`src/rtl/mult_share_arbiter_pkg.sv`:
```
// Shared definitions for the round-robin shared signed multiplier.
//   state_e         : arbiter FSM states (IDLE, CALC, RESP)
//   DEFAULT_SIZE    : default operand width in bits
//   DEFAULT_NUM_REQ : default number of requesters
package mult_arb_pkg;

  typedef enum logic [1:0] {
    IDLE,
    CALC,
    RESP
  } state_e;

  localparam int unsigned DEFAULT_SIZE    = 16;
  localparam int unsigned DEFAULT_NUM_REQ = 4;

endpackage

```
`src/rtl/mult_share_arbiter_if.sv`:
```
// Request/response bus of the shared multiplier.
//   req_valid/req_ready : per-requester handshake, req_ready is a one-hot grant
//   req_a/req_b         : per-requester signed operands
//   rsp_valid/rsp_ready : result handshake
//   rsp_product/rsp_id  : signed product and the index of its owner
//   busy                : arbiter not in IDLE
// master = requesters + result consumer, slave = arbiter.
interface mult_share_arbiter_if
  import mult_arb_pkg::*;
#(
  parameter int unsigned SIZE    = DEFAULT_SIZE,
  parameter int unsigned NUM_REQ = DEFAULT_NUM_REQ
);

  localparam int unsigned ID_W = $clog2(NUM_REQ);

  logic [NUM_REQ-1:0]           req_valid;
  logic [NUM_REQ-1:0]           req_ready;
  logic [NUM_REQ-1:0][SIZE-1:0] req_a;
  logic [NUM_REQ-1:0][SIZE-1:0] req_b;
  logic                         rsp_valid;
  logic                         rsp_ready;
  logic [2*SIZE-1:0]            rsp_product;
  logic [ID_W-1:0]              rsp_id;
  logic                         busy;

  modport master (
    output req_valid, req_a, req_b, rsp_ready,
    input  req_ready, rsp_valid, rsp_product, rsp_id, busy
  );

  modport slave (
    input  req_valid, req_a, req_b, rsp_ready,
    output req_ready, rsp_valid, rsp_product, rsp_id, busy
  );

endinterface

```
`src/rtl/mult_share_arbiter_booth.sv`:
```
// Combinational radix-2 Booth multiplier, two's-complement signed.
//   a       : SIZE-bit signed multiplicand
//   b       : SIZE-bit signed multiplier
//   product : full 2*SIZE-bit signed product (no truncation)
module Booth_Multiplier
  import mult_arb_pkg::*;
#(
  parameter int unsigned SIZE = DEFAULT_SIZE
) (
  input  logic [SIZE-1:0]   a,
  input  logic [SIZE-1:0]   b,
  output logic [2*SIZE-1:0] product
);

  logic [2*SIZE-1:0] a_ext;
  logic [SIZE:0]     b_ext;

  // Each adjacent pair {b[i], b[i-1]} recodes to -1/0/+1 times a<<i;
  // b[-1] is the implicit zero appended below the LSB.
  always_comb begin
    a_ext   = {{SIZE{a[SIZE-1]}}, a};
    b_ext   = {b, 1'b0};
    product = '0;
    for (int unsigned i = 0; i < SIZE; i++) begin
      case (b_ext[i +: 2])
        2'b01:   product = product + (a_ext << i);
        2'b10:   product = product - (a_ext << i);
        default: ;
      endcase
    end
  end

endmodule

```
`src/rtl/mult_share_arbiter.sv`:
```
// Round-robin arbiter sharing one signed multiplier among NUM_REQ requesters.
//   clk   : clock, rising edge
//   rst_n : asynchronous active-low reset
//   bus   : slave side of mult_share_arbiter_if (request/response handshakes,
//           operands, product, owner id, busy)
// Flow: IDLE grants one requester (combinational one-hot req_ready) and
// latches its operands, CALC registers the product, RESP holds it until
// rsp_ready. One operation per three cycles at best.
module mult_share_arbiter
  import mult_arb_pkg::*;
#(
  parameter int unsigned SIZE    = DEFAULT_SIZE,
  parameter int unsigned NUM_REQ = DEFAULT_NUM_REQ
) (
  input  logic                 clk,
  input  logic                 rst_n,
  mult_share_arbiter_if.slave  bus
);

  localparam int unsigned ID_W = $clog2(NUM_REQ);

  // First requester at or after ptr, searching circularly.
  function automatic logic [ID_W-1:0] rr_pick(
    input logic [NUM_REQ-1:0] valid,
    input logic [ID_W-1:0]    ptr
  );
    logic [ID_W-1:0] pick;
    logic            found;
    int unsigned     idx;
    pick  = ptr;
    found = 1'b0;
    for (int unsigned i = 0; i < NUM_REQ; i++) begin
      idx = (32'(ptr) + i) % NUM_REQ;
      if (!found && valid[ID_W'(idx)]) begin
        pick  = ID_W'(idx);
        found = 1'b1;
      end
    end
    return pick;
  endfunction

  state_e            state_q,       state_d;
  logic [ID_W-1:0]   rr_ptr_q,      rr_ptr_d;
  logic [ID_W-1:0]   id_q,          id_d;
  logic [SIZE-1:0]   a_q,           a_d;
  logic [SIZE-1:0]   b_q,           b_d;
  logic [2*SIZE-1:0] rsp_product_q, rsp_product_d;
  logic [ID_W-1:0]   rsp_id_q,      rsp_id_d;
  logic              rsp_valid_q,   rsp_valid_d;
  logic              busy_q,        busy_d;

  logic              any_req;
  logic [ID_W-1:0]   grant_idx;
  logic [2*SIZE-1:0] mult_out;

  assign any_req   = |bus.req_valid;
  assign grant_idx = rr_pick(bus.req_valid, rr_ptr_q);

  // The grant is offered only to a valid requester, so a granted IDLE
  // cycle is always a completed handshake. Gated by rst_n so the strobe
  // stays low throughout reset.
  assign bus.req_ready = (rst_n && (state_q == IDLE) && any_req)
                         ? (NUM_REQ'(1) << grant_idx) : '0;

  Booth_Multiplier #(.SIZE(SIZE)) u_booth (
    .a       (a_q),
    .b       (b_q),
    .product (mult_out)
  );

  always_comb begin
    state_d       = state_q;
    rr_ptr_d      = rr_ptr_q;
    id_d          = id_q;
    a_d           = a_q;
    b_d           = b_q;
    rsp_product_d = rsp_product_q;
    rsp_id_d      = rsp_id_q;
    rsp_valid_d   = rsp_valid_q;
    busy_d        = busy_q;
    case (state_q)
      IDLE: begin
        if (any_req) begin
          a_d      = bus.req_a[grant_idx];
          b_d      = bus.req_b[grant_idx];
          id_d     = grant_idx;
          rr_ptr_d = (grant_idx == ID_W'(NUM_REQ - 1)) ? '0 : grant_idx + 1'b1;
          state_d  = CALC;
          busy_d   = 1'b1;
        end
      end
      CALC: begin
        rsp_product_d = mult_out;
        rsp_id_d      = id_q;
        rsp_valid_d   = 1'b1;
        state_d       = RESP;
      end
      RESP: begin
        if (bus.rsp_ready) begin
          rsp_valid_d = 1'b0;
          state_d     = IDLE;
          busy_d      = 1'b0;
        end
      end
      default: begin
        state_d     = IDLE;
        rsp_valid_d = 1'b0;
        busy_d      = 1'b0;
      end
    endcase
  end

  always_ff @(posedge clk or negedge rst_n) begin
    if (!rst_n) begin
      state_q       <= IDLE;
      rr_ptr_q      <= '0;
      id_q          <= '0;
      a_q           <= '0;
      b_q           <= '0;
      rsp_product_q <= '0;
      rsp_id_q      <= '0;
      rsp_valid_q   <= 1'b0;
      busy_q        <= 1'b0;
    end else begin
      state_q       <= state_d;
      rr_ptr_q      <= rr_ptr_d;
      id_q          <= id_d;
      a_q           <= a_d;
      b_q           <= b_d;
      rsp_product_q <= rsp_product_d;
      rsp_id_q      <= rsp_id_d;
      rsp_valid_q   <= rsp_valid_d;
      busy_q        <= busy_d;
    end
  end

  assign bus.rsp_valid   = rsp_valid_q;
  assign bus.rsp_product = rsp_product_q;
  assign bus.rsp_id      = rsp_id_q;
  assign bus.busy        = busy_q;

endmodule

```
`src/flat_wrapper.sv`:
```
// flat-port wrapper written by rule: the top's interface ports become plain ports
module mult_share_arbiter_flat import mult_arb_pkg::*;
#(
  parameter int unsigned SIZE    = DEFAULT_SIZE,
  parameter int unsigned NUM_REQ = DEFAULT_NUM_REQ
)
  (clk, rst_n, bus_req_valid, bus_req_a, bus_req_b, bus_rsp_ready, bus_req_ready, bus_rsp_valid, bus_rsp_product, bus_rsp_id, bus_busy);
  mult_share_arbiter_if #(.SIZE(SIZE), .NUM_REQ(NUM_REQ)) bus_i ();
  input  logic clk;
  input  logic rst_n;
  input wire logic [$bits(bus_i.req_valid)-1:0] bus_req_valid;
  input wire logic [$bits(bus_i.req_a)-1:0] bus_req_a;
  input wire logic [$bits(bus_i.req_b)-1:0] bus_req_b;
  input wire logic [$bits(bus_i.rsp_ready)-1:0] bus_rsp_ready;
  output wire logic [$bits(bus_i.req_ready)-1:0] bus_req_ready;
  output wire logic [$bits(bus_i.rsp_valid)-1:0] bus_rsp_valid;
  output wire logic [$bits(bus_i.rsp_product)-1:0] bus_rsp_product;
  output wire logic [$bits(bus_i.rsp_id)-1:0] bus_rsp_id;
  output wire logic [$bits(bus_i.busy)-1:0] bus_busy;
  assign bus_i.req_valid = bus_req_valid;
  assign bus_i.req_a = bus_req_a;
  assign bus_i.req_b = bus_req_b;
  assign bus_i.rsp_ready = bus_rsp_ready;
  assign bus_req_ready = bus_i.req_ready;
  assign bus_rsp_valid = bus_i.rsp_valid;
  assign bus_rsp_product = bus_i.rsp_product;
  assign bus_rsp_id = bus_i.rsp_id;
  assign bus_busy = bus_i.busy;
  mult_share_arbiter #(.SIZE(SIZE), .NUM_REQ(NUM_REQ)) u_core (.clk(clk), .rst_n(rst_n), .bus(bus_i));
endmodule
```
`config.mk`:
```
export PLATFORM = sky130hd
export DESIGN_NAME = mult_share_arbiter_flat
export DESIGN_NICKNAME = d
export VERILOG_FILES = /design/src/rtl/mult_share_arbiter_pkg.sv /design/src/rtl/mult_share_arbiter_if.sv /design/src/rtl/mult_share_arbiter_booth.sv /design/src/rtl/mult_share_arbiter.sv /design/src/flat_wrapper.sv
export SDC_FILE = /design/constraint.sdc
export NUM_CORES = 1
export LEC_CHECK = 0
export CELL_PAD_IN_SITES_DETAIL_PLACEMENT = 0
export CELL_PAD_IN_SITES_GLOBAL_PLACEMENT = 2
export CORE_MARGIN = 2
export CORE_UTILIZATION = 31
export CTS_BUF_LIST = sky130_fd_sc_hd__clkbuf_8
export DETAILED_ROUTE_END_ITERATION = 6
export DONT_BUFFER_PORTS = 1
export PLACE_DENSITY = 0.73
export SYNTH_ARGS = -nofsm -noshare
export SYNTH_HDL_FRONTEND = slang
export SYNTH_HIERARCHICAL = 1
export SYNTH_SLANG_ARGS = --single-unit
```
`constraint.sdc`:
```
create_clock -name clk -period 34.2 [get_ports clk]
set_input_delay 6.84 -clock clk [delete_from_list [all_inputs] [get_ports clk]]
set_output_delay 6.84 -clock clk [all_outputs]
set_load 0.02 [all_outputs]
```
==> results.md, run 1 <==
- CP arrival: 26.54 ns
- H-Tree Depth: 3
- Post-CTS Setup Inserts: 0
- # Max-Cap Violations: 0
- Synthesized flop and latch total: 74
- Layout cell share with drive strength beyond 1: 8.36%
- Register area share after synthesis: 6.47%
- Crit start category: flip-flop
- Reg2Reg Setup Slack: 7.97 ns
- Syn avg cell area: ~7.1 um^2
- Drt pass-1 iters: 6
- YS warnings: 6
- Hold Startpoint: u_core/id_q[0]
- DRC: 0
- R2R depth: 112
- Unrepaired setup endpoints after global routing: no
- Synthesized instance count: ~4k
- Hold crit path type: reg2reg
- Sink Count: 74
- Wire per inst: 21.0 um
- Hold Crit Endpoint: u_core/id_q[0]
- Pin count of the biggest net entering global routing: 78
- Syn nets: 4561
- Clk root buf: clkbuf_8
- Yosys cell types: around 110
- Num CTS Buffers: 9
- FF-to-FF Start: u_core/a_q[0]
- Worst-Skew Late Latency: 0.42 ns
- Die Span Y: 308 um
- Worst Skew: 0.0272 ns
- Clock Path Buffers: 2
- CP endpoint kind: flip-flop
- Initial Util: 31.2%
- Final worst-path cycle share: 76.7%
- Vias in the first global route: between 20k and 30k
- Floorplan row count: 111
- Leading area contributor after synthesis: ha_1
- Area of the die: 94800 um^2
- Crit path max fanout: 19
- Netlist Area Pre-Place: around 29000 um^2
- Chip width: a little over 300 um
- Min Tclk post-route: 26.23 ns
- Worst slew pin tran: 1.14 ns
- Synth top area share: 15.5%
- Vias per cell: around 5.5
- F_max: ~38 MHz
- Endpoints failing setup: 0
- Slew Viols, Final: 0
- Core area: 91700 um^2
- Final WL: 107000 um
- Routed Antenna Nets: 0
- Total global routing track utilization: 22.0%
- Post-Route Setup TNS: 0 ns
- Prevailing post-synth register cell: dfrtp_1
- Clk slew on worst S/H paths: 0.11 ns
- Number of I/O port buffers: 0
- Layout overhead on the synthesized area: 4.80%
- First-pass GRT wire length: approximately 160000 um
- RR Endpoint: u_core/bus.rsp_product[31]
- Largest cells by area after synthesis: ha_1, xnor2_1, nor2_1
- Result of the run: finished, final reports clean
- EDFF count, synth: 0
- Hpwl dp: 82800 um
- WHS Path Cells: 2
- Max incr delay on CP: roughly 0.63 ns
- Final nets: 4425
- CP max-delay cell: or4b_1
- Ports: 175
- CP Class: reg2reg
- DRT iter0 DRCs: 1740
- Slew headroom: 24.1%
- GP Congestion: 0.845
- Most frequent CP cell: ha_1
- Cts repair resizes: 0
- Hold_buf cts: 0
- Total number of vias: 28.2k
- Worst endpoint required time: 34.51 ns
- Final hold violation count: 0
- CTS tree: yes
- Ant diodes: 0
- Asr flop ratio synth: 100%
- Grt ovf: 0
- Initial antenna violation count: 1
-- worst max path at each step --
stage	startpoint	to	slack, ns	depth (start not counted)
finish	u_core/a_q[0]	u_core/bus.rsp_product[31]	7.97	112
global route	u_core/a_q[0]	u_core/bus.rsp_product[31]	6.09	112
CTS	u_core/a_q[0]	u_core/bus.rsp_product[31]	8.11	112
detailed placement	u_core/a_q[1]	u_core/bus.rsp_product[31]	8.22	112
global placement	u_core/a_q[1]	u_core/bus.rsp_product[31]	8.36	112
floorplan	u_core/b_q[0]	u_core/bus.rsp_product[31]	11.51	117
-- layer usage --
layer / track usage, % / routed length, um / up-vias
met5: 0 / 27 / -
met4: 6.38 / 3170 / 4
met3: 2.72 / 5200 / 126
met2: 37.6 / 50200 / 691
met1: 28.8 / 48500 / 13200
li1: - / - / 14200
-- cells by family after synthesis --
| group | count (synthesis) | synth area share (%) |
|---|---|---|
| compound gates | 1209 | 27.3 |
| simple gates | 1276 | 20.5 |
| xor+xnor | 458 | 14.2 |
| fa+ha+maj | 374 | 16.7 |
| mux | 220 | 8.77 |
| flops | 74 | 6.47 |
| buf+inv | 445 | 6.12 |
-- synthesized netlist by cell type, drive strengths merged, types with 7 or more instances --
master and count:
a21o 141, o31ai 30, mux2 162, o21bai 29, buf 51, o211ai 13
a211oi 18, nor3b 20, nand4 17, xnor2 361, o21ai 251, a41oi 8
mux2i 58, dfrtp 74, fa 15, a221o 46, o311ai 9, a211o 9
clkbuf 167, o2111ai 7, nand2 259, nor2 574, nor2b 51, a31oi 51
nand3 89, o41ai 13, or3 31, o21a 51, a21oi 398, or2 18
a21boi 30, nor4 13, xor2 95, ha 355, o22ai 10, inv 224
a31o 13, a22oi 8, nand2b 41, nor3 78, a311o 8, and2 27
and3 28
-- placed cells by master (no fill, tap or decap), drive strengths merged, types with 58 or more instances in the layout --
master / n
nand2: 259
ha: 355
a21o: 141
xnor2: 361
buf: 71
inv: 227
mux2: 162
a21oi: 398
dfrtp: 74
nand3: 89
nor3: 78
mux2i: 58
nor2: 574
xor2: 95
o21ai: 251
-- sequential cells by signal (all words and copies together) (netlist names) --
name                    count
u_core/a_q                 16
u_core/b_q                 16
u_core/bus.busy             1
u_core/bus.rsp_id           2
u_core/bus.rsp_product     32
u_core/bus.rsp_valid        1
u_core/id_q                 2
u_core/rr_ptr_q             2
u_core/state_q              2
-- stage by stage --
step           setup slack (ns)  util [%]  area, um^2  std cells  hold WS [ns]
5_1_grt                    6.09      32.7       30000       5111         0.530
3_5_place_dp               8.22      32.5       29800       5095         0.465
2_1_floorplan             11.51         -       28600       4056         0.441
6_report                   7.97      32.7       30000       5111         0.485
4_1_cts                    8.11      32.7       30000       5111         0.487
3_3_place_gp               8.36      32.5       29800       5095         0.460
-- area by class of cell --
| type | count | area [um^2] |
|---|---|---|
| inverter | 227 | 857 |
| clock buffer | 10 | 138 |
| sequential | 74 | 1860 |
| clock inverter | 6 | 72.6 |
| multi-input combinational | 3537 | 25100 |
| timing repair buffer | 71 | 533 |
| tap | 1186 | 1480 |
| fill | 10000 | 61700 |
-- critical path, delay by kind of cell (launching register included) --
kind | cells | cell delay, ns
AO/OA/AOI/OAI | 40 | 9.64
XOR/XNOR | 18 | 3.36
adder cells (fa/ha/maj) | 16 | 5.18
buffers and inverters | 5 | 1.11
flip-flops | 1 | 0.39
multiplexers | 3 | 0.99
AND/OR/NAND/NOR | 30 | 5.43
Power of run 1 is not shown: default switching activity piles up to over one toggle a cycle in this logic, so the estimate is an artifact.
==> run 2, diff against run 1 <==
clock period = 27.5 ns   (was 34.2 ns; I/O delays follow)
==> run 2 against run 1 <==
  * Die area unchanged
  * Clock-buffer cell count decreased by 1
  * Non-clock buffer count decreased by 5
  * Clock skew increased by 0.0013 ns
  * Sequential cell count unchanged
  * Register-to-register slack got worse by 5.9 ns
  * Critical path depth decreased by 4
  * Global-route usage increased by 0.10 points
  * Design area about the same
==> results.md, run 2 (synthesis results as in run 1) <==
- DRT iter0 DRCs: 1704 (-2.1%)
- Hold crit path type: reg2reg
- Initial antenna violation count: 2 (+1)
- Slew headroom: 11.4% (-13 points)
- Unrepaired setup endpoints after global routing: no
- GP Congestion: 0.860 (+1.8%)
- Worst endpoint required time: 27.82 ns (-6.69 ns)
- Final nets: 4420 (-0.11%)
- Worst Skew: 0.0284 ns (+0.00126 ns)
- Floorplan row count: 111 (unchanged)
- Routed Antenna Nets: 0 (unchanged)
- Area of the die: 94800 um^2 (unchanged)
- Hpwl dp: 84500 um (+2.1%)
- Final hold violation count: 0 (unchanged)
- Hold_buf cts: 0 (unchanged)
- CP max-delay cell: or4_1
- DRC: 0 (unchanged)
- Clk root buf: clkbuf_8
- Max incr delay on CP: 0.84 ns (+0.21 ns)
- Most frequent cells in the layout: nor2_1, a21oi_1, xnor2_1, ha_1, nand2_1
- Clock Path Buffers: 2 (unchanged)
- Slew Viols, Final: 0 (unchanged)
- Initial Util: 31.2% (unchanged)
- Vias in the first global route: 27.5k (+1.4%)
- Ports: 175 (unchanged)
- Commonest non-fill, non-tap cell in the layout: nor2_1
- Core area: 91700 um^2 (unchanged)
- Min Tclk post-route: 25.38 ns (-0.849 ns)
- Drt pass-1 iters: 5 (-1)
- Sink Count: 74 (unchanged)
- Crit path max fanout: 17 (-2)
- Clk slew on worst S/H paths: 0.12 ns (about the same)
- Final worst-path cycle share: 92.3% (+16 points)
- Number of I/O port buffers: 0 (unchanged)
- Result of the run: finished, final reports clean
- Layout cell share with drive strength beyond 1: 8.42% (+0.062 points)
- Crit start category: flip-flop
- Vias per cell: 5.56 (+0.62%)
- Final WL: 107000 um (about the same)
- First-pass GRT wire length: 163000 um (+0.67%)
- CP arrival: 25.70 ns (-0.84 ns)
- Worst-Skew Late Latency: 0.42 ns (about the same)
- Endpoints failing setup: 0 (unchanged)
- F_max: 39.4 MHz (+3.3%)
- Total number of vias: 28.4k (+0.52%)
- # Max-Cap Violations: 0 (unchanged)
- Most frequent CP cell: ha_1
- Num CTS Buffers: 9 (unchanged)
- Layout overhead on the synthesized area: 4.79% (about the same)
- Worst slew pin tran: 1.31 ns (+0.177 ns)
- Total global routing track utilization: 22.1% (+0.10 points)
- Grt ovf: 0 (unchanged)
- CP endpoint kind: flip-flop
- Post-Route Setup TNS: 0 ns (unchanged)
- CTS tree: yes
- H-Tree Depth: 3 (unchanged)
- Wire per inst: 21.0 um (+0.13%)
- CP Class: reg2reg
- Ant diodes: 0 (unchanged)
- Die Span Y: 308 um (unchanged)
- Largest register FFs: 32 (unchanged)
- Chip width: 308 um (unchanged)
- Pin count of the biggest net entering global routing: 78 (unchanged)
## run 2: stage by stage
| step | cells | utilization (%) | area (um^2) | setup WS (ns) | hold slack [ns] |
|---|---|---|---|---|---|
| after global placement | 5089 | 32.5 | 29800 | 1.71 | 0.459 |
| final | 5106 | 32.7 | 30000 | 2.12 | 0.484 |
| after detailed placement | 5089 | 32.5 | 29800 | 1.62 | 0.459 |
| after CTS | 5105 | 32.7 | 30000 | 1.51 | 0.483 |
| after floorplan | 4056 | - | 28600 | 4.81 | 0.441 |
| after global routing | 5106 | 32.7 | 30000 | 0.0106 | 0.549 |
## run 2: timing repair
item	4_1_cts	5_1_grt
resized for setup	0	8
buffers inserted	0	1
endpoints found under the setup margin	0	1
## run 2: final cells by class
class	instances	area (um^2)
Inverter	227	861
Fill cell	10100	61700
Clock buffer	9	124
Sequential cell	74	1860
Tap cell	1186	1480
Clock inverter	7	82.6
Timing Repair Buffer	66	495
Multi-Input combinational cell	3537	25100
## run 2: worst paths after layout
path / endpoint / start / cells after the start / slack, ns
worst max-delay path: u_core/bus.rsp_product[31] / u_core/a_q[5] / 108 / 2.12
min in group asynchronous: u_core/bus.rsp_product[31] / rst_n / 0 / 4.77
worst max register to register: u_core/bus.rsp_product[31] / u_core/a_q[5] / 108 / 2.12
worst min register to register: u_core/id_q[0] / u_core/id_q[0] / 2 / 0.48
max in group asynchronous: u_core/bus.rsp_product[10] / rst_n / 0 / 22.55
worst min-delay path: u_core/id_q[0] / u_core/id_q[0] / 2 / 0.48
## run 2: layer usage
metal | GRT usage, % | part of all wire, % | routed length [um] | vias up
met5 | 0 | 0 | 0 | -
met4 | 5.54 | 2.5 | 2640 | 0
met3 | 2.56 | 4.7 | 5020 | 116
met2 | 39.2 | 49 | 52100 | 665
met1 | 28.2 | 44 | 47400 | 13400
li1 | - | - | - | 14200
## run 2: worst max-delay path: cells and delay by family (launching register included)
| kind | cells | cell delay, ns |
|---|---|---|
| XOR/XNOR | 12 | 2.39 |
| AO/OA/AOI/OAI | 43 | 9.61 |
| adder cells (fa/ha/maj) | 15 | 5.23 |
| flip-flops | 1 | 0.38 |
| multiplexers | 3 | 0.84 |
| AND/OR/NAND/NOR | 32 | 6.33 |
| buffers and inverters | 3 | 0.47 |
Power of run 2 is left out for the same reason.
==> run 3, diff against run 2 <==
CORE_UTILIZATION = 26   (was 31)
PLACE_DENSITY = 0.64   (was 0.73)
==> run 3 against run 2 <==
  * Clock-buffer cell count did not move
  * Utilization down 4.9 points
  * Fmax fell by 0.71%
  * Sequential cell count unchanged
  * Cell count is 4.6% higher
  * Critical path depth is 6 higher
  * Non-clock buffer count is 5 higher
  * Routed wire length rose by 5.4%
  * Worst hold slack worse by 0.0032 ns
  * Die area increased by 19%
  * Clock skew decreased by 0.0027 ns
  * Critical path type unchanged
==> results.md, run 3 (synthesis results as in run 1) <==
- Area of the die: 113000 um^2 (+19%)
- Clk slew on worst S/H paths: 0.11 ns (about the same)
- Final worst-path cycle share: 92.9% (+0.66 points)
- Commonest non-fill, non-tap cell in the layout: nor2_1
- Num CTS Buffers: 9 (unchanged)
- Pin count of the biggest net entering global routing: 78 (unchanged)
- Total global routing track utilization: 19.4% (-2.7 points)
- GP Congestion: 0.824 (-4.3%)
- Clock Path Buffers: 2 (unchanged)
- Vias in the first global route: 27.2k (-1.3%)
- Routed Antenna Nets: 0 (unchanged)
- Die Span Y: 336 um (+9.1%)
- Post-Route Setup TNS: 0 ns (unchanged)
- CP Class: reg2reg
- DRT iter0 DRCs: 1640 (-3.8%)
- H-Tree Depth: 3 (unchanged)
- Vias per cell: 5.29 (-4.9%)
- Ports: 175 (unchanged)
- CP endpoint kind: flip-flop
- Clk root buf: clkbuf_8
- Hpwl dp: 88100 um (+4.2%)
- Max incr delay on CP: 0.61 ns (-0.23 ns)
- Worst slew pin tran: 1.41 ns (+0.0954 ns)
- Result of the run: finished, final reports clean
- Layout overhead on the synthesized area: 5.91%
- Initial Util: 26.3% (-5.0 points)
- Post-CTS Setup Inserts: 0 (unchanged)
- Unrepaired setup endpoints after global routing: no
- Crit start category: flip-flop
- Hold crit path type: reg2reg
- Area post-placement: 30100 um^2 (+1.1%)
- Crit path max fanout: 36 (+19)
- Slew Viols, Final: 0 (unchanged)
- F_max: 39.1 MHz (-0.71%)
- Layout cell share with drive strength beyond 1: 8.51% (+0.091 points)
- CTS tree: yes
- Register Area: 1860 um^2 (about the same)
- Grt ovf: 0 (unchanged)
- Final nets: 4425 (+0.11%)
- Worst Skew: 0.0258 ns (-0.00267 ns)
- Worst endpoint required time: 27.81 ns (about the same)
- FILL cells: 12.2k (+21%)
- Number of I/O port buffers: 0 (unchanged)
- Final hold violation count: 0 (unchanged)
- Largest register FFs: 32 (unchanged)
- Final WL: 113000 um (+5.4%)
- First-pass GRT wire length: 169000 um (+3.6%)
- Most frequent CP cell: ha_1
- Chip width: 336 um (+9.1%)
- Core area: 109000 um^2 (+19%)
- Fin area: 30300 um^2 (+1.1%)
- Wire per inst: 21.1 um (+0.77%)
- CP arrival: 25.88 ns (+0.18 ns)
- CP max-delay cell: or4b_1
- Most frequent cells in the layout: nor2_1, a21oi_1, xnor2_1, ha_1, nand2_1
- Drt pass-1 iters: 5 (unchanged)
- Initial antenna violation count: 7 (+5)
- Slew headroom: 4.95% (-6.4 points)
- Floorplan row count: 121 (+9.0%)
- # Max-Cap Violations: 0 (unchanged)
- Total number of vias: 28.2k (-0.50%)
- Sink Count: 74 (unchanged)
- Min Tclk post-route: 25.56 ns (+0.182 ns)
- Endpoints failing setup: 0 (unchanged)
- Worst-Skew Late Latency: 0.42 ns (about the same)
- DRC: 0 (unchanged)
- Pre-CTS WS: 1.55 ns (-0.0690 ns)
- Area of the multi-input gates: 25100 um^2 (about the same)
- Worst setup margin: 1.94 ns (-0.182 ns)
-- run 3: changes by cell type in the layout (fill, tap and decap cells not counted) --
| cell | delta |
|---|---|
| nor3b_2 | +1 |
| o21ai_1 | +1 |
| nor3b_4 | -1 |
| o311ai_1 | +2 |
| o311ai_0 | -2 |
| dfrtp_2 | -1 |
| dfrtp_1 | +1 |
| o31ai_1 | -1 |
| o41ai_2 | -1 |
| buf_4 | +5 |
| o41ai_1 | +1 |
| diode_2 | +3 |
| o31ai_2 | +1 |
| o21ai_0 | -1 |
-- run 3: area by class of cell --
cell class,instances,share of cell area (%)
multi-input cells,3537,82.7
clock inverters,7,0.272
flip-flops and latches,74,6.12
repair buffers,71,1.76
well taps,1414,5.83
inverters,227,2.84
diodes,3,0.0248
clock buffers,9,0.408
-- run 3: path summary, 6_finish.rpt --
kind,startpoint,end,slack (ns),cells after the start
setup / recovery,u_core/b_q[0],u_core/bus.rsp_product[31],1.94,114
hold / removal,u_core/id_q[0],u_core/id_q[0],0.48,2
setup reg to reg,u_core/b_q[0],u_core/bus.rsp_product[31],1.94,114
hold reg to reg,u_core/id_q[0],u_core/id_q[0],0.48,2
max in group asynchronous,rst_n,u_core/bus.rsp_product[4],22.58,0
min in group asynchronous,rst_n,u_core/a_q[5],4.77,0
-- run 3: metal layers --
| layer | GRT usage (%) | share of wire, % | routed length (um) |
|---|---|---|---|
| met1 | 25.6 | 46 | 51900 |
| met2 | 34.1 | 48 | 54400 |
| met3 | 1.78 | 3.8 | 4270 |
| met4 | 4.44 | 2.2 | 2430 |
| met5 | 0 | 0 | 0 |
-- run 3: timing repair --
action,CTS,global route
setup endpoints to repair,0,1
hold buffers,0,0
gates resized for setup,0,7
-- run 3: worst max-delay path: cells and delay by family (launching register included) --
kind / cells / cell delay [ns]
compound gates: 41 / 8.46
xor+xnor: 15 / 2.75
fa+ha+maj: 16 / 5.29
buf+inv: 4 / 0.83
flops: 1 / 0.41
mux: 4 / 1.27
simple gates: 34 / 6.38
-- run 3: per-stage QoR --
stage                     hold slack [ns]  utilization, %  cells
after floorplan                     0.441               -   4056
after global placement              0.462            27.6   5323
after detailed placement            0.464            27.6   5323
after CTS                           0.487            27.8   5339
after global routing                0.523            27.8   5340
final                               0.480            27.8   5342
Power of run 3 is left out for the same reason.
